`src/rtl/atm_input_cond.sv`:
```
// atm_input_cond: input conditioning for the ATM front panel.
// Three push buttons and a 4-bit switch bank are synchronised and debounced.
// Buttons become single-cycle press pulses (one at a time, BTN1 > BTN2 > BTN3),
// and the switch bank becomes a debounced 4-bit value that never changes while
// a press pulse is being issued.
module atm_input_cond #(
    parameter int unsigned DB_CYCLES = 4
) (
    input  logic       clk,
    input  logic       rst,
    input  logic       BTN3_raw,
    input  logic       BTN2_raw,
    input  logic       BTN1_raw,
    input  logic [3:0] SW_raw,
    output logic       BTN3,
    output logic       BTN2,
    output logic       BTN1,
    output logic [3:0] SW
);

    localparam int unsigned CW = (DB_CYCLES > 1) ? $clog2(DB_CYCLES) : 1;
    localparam logic [CW-1:0] CNT_MAX = CW'(DB_CYCLES - 1);

    // Button bit order everywhere below: [0]=BTN1, [1]=BTN2, [2]=BTN3.
    logic [2:0]    btn_ff1;
    logic [2:0]    btn_ff2;
    logic [3:0]    sw_ff1;
    logic [3:0]    sw_ff2;

    logic [2:0]    btn_stable;
    logic [CW-1:0] btn_cnt [3];
    logic [2:0]    btn_accept;
    logic [2:0]    btn_rise;
    logic [2:0]    pulse_nxt;

    logic [3:0]    sw_last;
    logic [CW-1:0] sw_cnt;
    logic [CW-1:0] sw_base;
    logic          sw_due;

    // Two-flop synchronisers on every raw input bit.
    always_ff @(posedge clk) begin
        if (rst) begin
            btn_ff1 <= '0;
            btn_ff2 <= '0;
            sw_ff1  <= '0;
            sw_ff2  <= '0;
        end else begin
            btn_ff1 <= {BTN3_raw, BTN2_raw, BTN1_raw};
            btn_ff2 <= btn_ff1;
            sw_ff1  <= SW_raw;
            sw_ff2  <= sw_ff1;
        end
    end

    // Acceptance and rising-edge detection per button, then fixed priority.
    always_comb begin
        btn_accept = '0;
        btn_rise   = '0;
        for (int unsigned i = 0; i < 3; i++) begin
            btn_accept[i] = (btn_ff2[i] != btn_stable[i]) && (btn_cnt[i] == CNT_MAX);
            btn_rise[i]   = btn_accept[i] & btn_ff2[i];
        end
        pulse_nxt[0] = btn_rise[0];
        pulse_nxt[1] = btn_rise[1] & ~btn_rise[0];
        pulse_nxt[2] = btn_rise[2] & ~btn_rise[1] & ~btn_rise[0];
    end

    // Per-button debounce: count consecutive cycles the synced value differs from stable.
    always_ff @(posedge clk) begin
        if (rst) begin
            btn_stable <= '0;
            for (int unsigned i = 0; i < 3; i++) begin
                btn_cnt[i] <= '0;
            end
        end else begin
            for (int unsigned i = 0; i < 3; i++) begin
                if (btn_ff2[i] == btn_stable[i]) begin
                    btn_cnt[i] <= '0;
                end else if (btn_accept[i]) begin
                    btn_stable[i] <= btn_ff2[i];
                    btn_cnt[i]    <= '0;
                end else begin
                    btn_cnt[i] <= btn_cnt[i] + 1'b1;
                end
            end
        end
    end

    // Registered press pulses; losing buttons in a tie are simply dropped.
    always_ff @(posedge clk) begin
        if (rst) begin
            BTN1 <= 1'b0;
            BTN2 <= 1'b0;
            BTN3 <= 1'b0;
        end else begin
            BTN1 <= pulse_nxt[0];
            BTN2 <= pulse_nxt[1];
            BTN3 <= pulse_nxt[2];
        end
    end

    // A new synced vector restarts the count as if it were the first deviating
    // cycle, so every candidate value must hold for DB_CYCLES synced cycles.
    always_comb begin
        sw_base = (sw_ff2 != sw_last) ? '0 : sw_cnt;
        sw_due  = (sw_ff2 != SW) && (sw_base == CNT_MAX);
    end

    // Group debounce of the switch bank; an acceptance that lands on a press
    // pulse is held at the terminal count and taken on the following edge.
    always_ff @(posedge clk) begin
        if (rst) begin
            SW      <= '0;
            sw_cnt  <= '0;
            sw_last <= '0;
        end else begin
            sw_last <= sw_ff2;
            if (sw_ff2 == SW) begin
                sw_cnt <= '0;
            end else if (sw_due) begin
                if (|pulse_nxt) begin
                    sw_cnt <= sw_base;
                end else begin
                    SW     <= sw_ff2;
                    sw_cnt <= '0;
                end
            end else begin
                sw_cnt <= sw_base + 1'b1;
            end
        end
    end

endmodule
```
`config.mk`:
```
export PLATFORM = sky130hd
export DESIGN_NAME = atm_input_cond
export DESIGN_NICKNAME = d
export VERILOG_FILES = /design/src/rtl/atm_input_cond.sv
export SDC_FILE = /design/constraint.sdc
export NUM_CORES = 1
export LEC_CHECK = 0
export ABC_AREA = 0
export CAP_MARGIN = 25
export CORE_MARGIN = 4
export CORE_UTILIZATION = 50
export DETAILED_ROUTE_END_ITERATION = 10
export PLACE_DENSITY = 0.73
export SYNTH_ARGS = -nofsm -noshare
export SYNTH_HDL_FRONTEND = slang
export SYNTH_SLANG_ARGS = --single-unit
```
`constraint.sdc`:
```
create_clock -name clk -period 5.55 [get_ports clk]
set_input_delay 1.3875 -clock clk [delete_from_list [all_inputs] [get_ports clk]]
set_output_delay 1.3875 -clock clk [all_outputs]
set_load 0.02 [all_outputs]
```
== Yosys cells after proc, flatten, opt, wreduce, memory -nomap -nowiden ==
Memories as Yosys holds them, arrays and structs flattened.
Cells that the tools add are included.

* Add/sub/neg operators: 4
* Equal/unequal tests: 13
* Mux-type cells: 47
* Bitwise operators: 22
* Reduce and logical (&&, ||, !) cells: 10

{| class="wikitable"
|+ Operators with widths
! cell !! count
|-
| 1-bit 2-to-1 mux || 35
|-
| 2-bit 2-to-1 mux || 12
|-
| 1-bit OR || 9
|-
| 2-bit by 1-bit adder with 2-bit output (second input constant) || 4
|-
| 2-bit == test (second input constant) || 4
|-
| 4-bit != test || 2
|-
| 1-bit inverter || 7
|-
| 1-bit AND || 6
|-
| 2-bit AND reduction || 3
|-
| 4-bit == test || 1
|-
| 1-bit logical AND || 4
|-
| 1-bit == test || 3
|-
| 1-bit != test || 3
|-
| 3-bit AND reduction || 1
|-
| 3-bit OR reduction || 1
|-
| 2-bit OR reduction || 1
|}

* Flip-flop bits (word level): 30
* Bits in writable memories: 6
* Input port bits: 9
* Word-level logic and storage cells: 110
* Memories: 1

{| class="wikitable"
|+ Memories
! memory !! depth !! bits a word !! rd ports !! clocked after memory_dff !! write ports !! RTL line !! text
|-
| btn_cnt || 3 || 2 || 3 || 0 || 3 || 31 || <nowiki>logic [CW-1:0] btn_cnt [3];</nowiki>
|}

== Depth between registers and ports, before layout ==
* Depth in word-level cells: 9
* Depth in mapped cells: 7

== Worst setup path after synthesis ==
OpenSTA, ideal clock, no wires.

* Kind: input to register
* Start: in rst
* End: mem btn_cnt[0][0] in the netlist's numbering, data pin
* Library setup time: 139 ps
* Data arrival time: 2,001 ps
* Data required time: 5,411 ps
* Slack: 3,410 ps
* Stages on the path: 3
* Buffers on the path: 1
* Path through: buf_1 > or3_1 > nor2_1

{| class="wikitable"
|+ RTL lines
! item !! RTL line !! text
|-
| start: declaration || 10 || <nowiki>input logic rst,</nowiki>
|-
| end: declaration || 31 ||
|}

== Worst setup path in the final report ==
* Start: reg SW[0]
* End: out SW[0]

{| class="wikitable"
|+ RTL lines
! item !! RTL line !! text
|-
| start: declaration || 18 || <nowiki>output logic [3:0] SW</nowiki>
|-
| start signal: assignment || 125 || <nowiki>SW <= sw_ff2;</nowiki>
|}

No word-level cell between the ends.

==> key figures <==
Outcome
  • Status: finished clean

Placement
  • DP Wirelength: 1.443 mm
  • GP Congestion: 0.7489
  • I/O Buffers: 15

Clock network
  • Skew-Pair Late Insertion Delay: 0.34 ns
  • CTS resizes: 0
  • Clk sinks: 36
  • CTS Hold Bufs: 0
  • Clk slew on worst S/H paths: 0.11 ns
  • CTS buffer count: 5
  • Post-CTS setup buffers: 0
  • CTS tree: built
  • Htree depth: 2
  • Root Buffer: clkbuf_4
  • Clock Path Buffers: 2

Floorplan
  • Rows: 18
  • Initial core utilization: 53.49%
  • Die X: 60.18 um
  • Die span in y: 60.18 um
  • Total core area: 0.002545 sq mm
  • DIE AREA: 0.003622 sq mm
  • I/O pin count: 16

Detailed routing
  • Drc violations: 0
  • Via Count: 906
  • WL/cell: 11.29 um
  • Routed Antenna Nets: 0
  • WL met3: 117 um
  • 1st-pass router iterations: 4
  • Final WL: 2.033 mm
  • DR top layer: met4
  • Initial DRC Count: 26
  • Via density: 5.033
  • Met1 wire length: 929 um
  • Met2 WL: 941 um

STA
  • Final worst clock skew: 0.006293 ns
  • Fin. Hold Viols: 0
  • Slew Viols, Final: 0
  • Final Cycle Share: 49.43%
  • Setup violations, final: 0
  • Unrepaired setup endpoints after global routing: false
  • Max Fclk: 364.5 MHz
  • Setup TNS: 0 ns
  • Final min period: 2.744 ns

Power
  • Static Leakage: 0.6325 nW
  • VDD IR max: 0.2252 mV
  • P per Cell Area: 282.0 mW/mm^2
  • Power Total: 0.4594 mW

Setup path
  • Critical path class: flip-flop to primary output
  • Worst path bufs/invs: 1
  • Critical-path cell list: clkdlybuf4s50_1
  • Slowest cell on the critical path: clkdlybuf4s50_1
  • Crit path max-delay family: buffers and inverters
  • Crit path launch type: flip-flop
  • Worst setup EP type: primary output
  • Worst EP arrival: 1.36 ns
  • Max FO, Critical Path: 3
  • Crit-path max cell delay: 0.62 ns
  • CP required: 4.16 ns

Layout
  • Commonest non-fill, non-tap cell in the layout: dfxtp_1
  • Register area: 780.7 sq um
  • Multi-input gate area: 573.1 sq um
  • Filler Cell Count: 213
  • Share of cells above drive strength 1: 8.667%
  • Area Growth Syn to Fin: 19.67%
  • Most frequent cells in the layout: dfxtp_1 (30), nor2b_1 (18), clkdlybuf4s50_1 (15)
  • Total Nets Final: 162
  • # diodes: 0

GRT
  • GRT Resource Usage Total: 13.27%
  • Largest net degree at the start of global routing: 33
  • Vias in the first global route: 831
  • First-pass GRT wire length: 3.436 mm
  • Initial antenna violation count: 0
  • Gr ovfl total: 0

Min path
  • Hold Crit Class: flip-flop to flip-flop

Yosys
  • Post-Synthesis Cells: 124
  • Seq cells post-synth: 36
  • Sequential element share of the synthesized area: 57.35%
  • Post-Syn Area: 0.001361 sq mm
  • Distinct cells, synth: 27
  • Syn_area_per_cell: 10.98 sq um
  • Synth warn: 0

Flow run
  • # Max-Cap Violations: 0
## layer usage
layer | global-route usage (%) | up-vias
met5 | 0 | -
met2 | 20.68 | 16
met3 | 6.479 | 6
met1 | 14.97 | 420
met4 | 6.646 | 0
li1 | - | 464
## report_power, final
part	total (mW)	switching (mW)	internal, mW	leakage (nW)
sequential	0.279	0.00477	0.274	0.307
clock	0.150	0.0884	0.0619	0.0348
combinational	0.0305	0.0138	0.0167	0.290
total	0.459	0.107	0.352	0.633
## synth_stat cells
cell type   n  share of area [%]
or3_4       1               0.83
and4_4      1               0.83
nand4_1     2               0.92
nor2_1     10                2.8
nand3b_1    3                1.7
or3_1       3                1.4
xnor2_1     7                4.5
a21oi_1     6                2.2
nand3_1     6                2.2
nor3b_1     1               0.55
mux2i_1     3                2.2
edfxtp_1    6                 13
xor2_1      4                2.6
buf_1       1               0.28
nor4bb_1    1               0.74
dfxtp_1    30                 44
nand2_1     1               0.28
and4_1      1               0.64
conb_1      1               0.28
nor3b_2     1               0.92
ha_1        4                3.7
nor4_2      1               0.92
inv_1       4                1.1
and2_1      2               0.92
nor2b_1    18                8.3
o21ai_0     4                1.5
clkbuf_1    2               0.55
## state kept, by name (all words and copies together) (netlist names)
name	flops
sw_ff2	4
BTN3	1
btn_cnt	6
sw_last	4
sw_cnt	2
SW	4
BTN1	1
btn_ff1	3
sw_ff1	4
btn_ff2	3
BTN2	1
btn_stable	3
## final timing paths
path                             start              endpoint  slack, ns  cells after the start
setup / recovery    SW[0]$_SDFFE_PP0P_                 SW[0]       2.81                      1
hold / removal    sw_ff1[3]$_SDFF_PP0_  sw_ff2[3]$_SDFF_PP0_       0.45                      1
hold reg to reg   sw_ff1[3]$_SDFF_PP0_  sw_ff2[3]$_SDFF_PP0_       0.45                      1
setup reg to reg  sw_ff2[1]$_SDFF_PP0_  sw_cnt[0]$_SDFF_PP0_       3.50                      7
## metrics by stage
step / instance area [sq um] / cells / worst slack [ns] / util [%] / hold slack [ns]
after detailed placement: 1564 / 172 / 2.877 / 61.46 / 0.4204
after CTS: 1629 / 180 / 2.786 / 64.01 / 0.4469
after floorplan: 1380 / 129 / 3.410 / - / 0.4138
after global routing: 1629 / 180 / 2.749 / 64.01 / 0.4646
after global placement: 1564 / 172 / 2.896 / 61.46 / 0.4195
final: 1629 / 180 / 2.806 / 64.01 / 0.4451
## final cells by class
| class | instances | share of cell area (%) |
|---|---|---|
| tap | 30 | 2.304 |
| inverter | 4 | 0.9217 |
| clock inverter | 2 | 0.8449 |
| clock buffer | 6 | 3.149 |
| multi-input combinational | 86 | 35.18 |
| timing repair buffer | 16 | 9.677 |
| sequential | 36 | 47.93 |
## cells by family (layout without fill, tap and decap cells)
group	after synthesis	in the layout	synth area share, %
and+or+nand+nor	52	52	23.81
AOI/OAI and AO/OA	10	10	3.677
other	1	6	0.2755
buffers and inverters	7	28	1.930
muxes	3	3	2.206
adders and majority gates	4	4	3.677
DFF	36	36	57.35
xor gates and xnor gates	11	11	7.077
No activity file was read; power rests on OpenSTA's default activity.
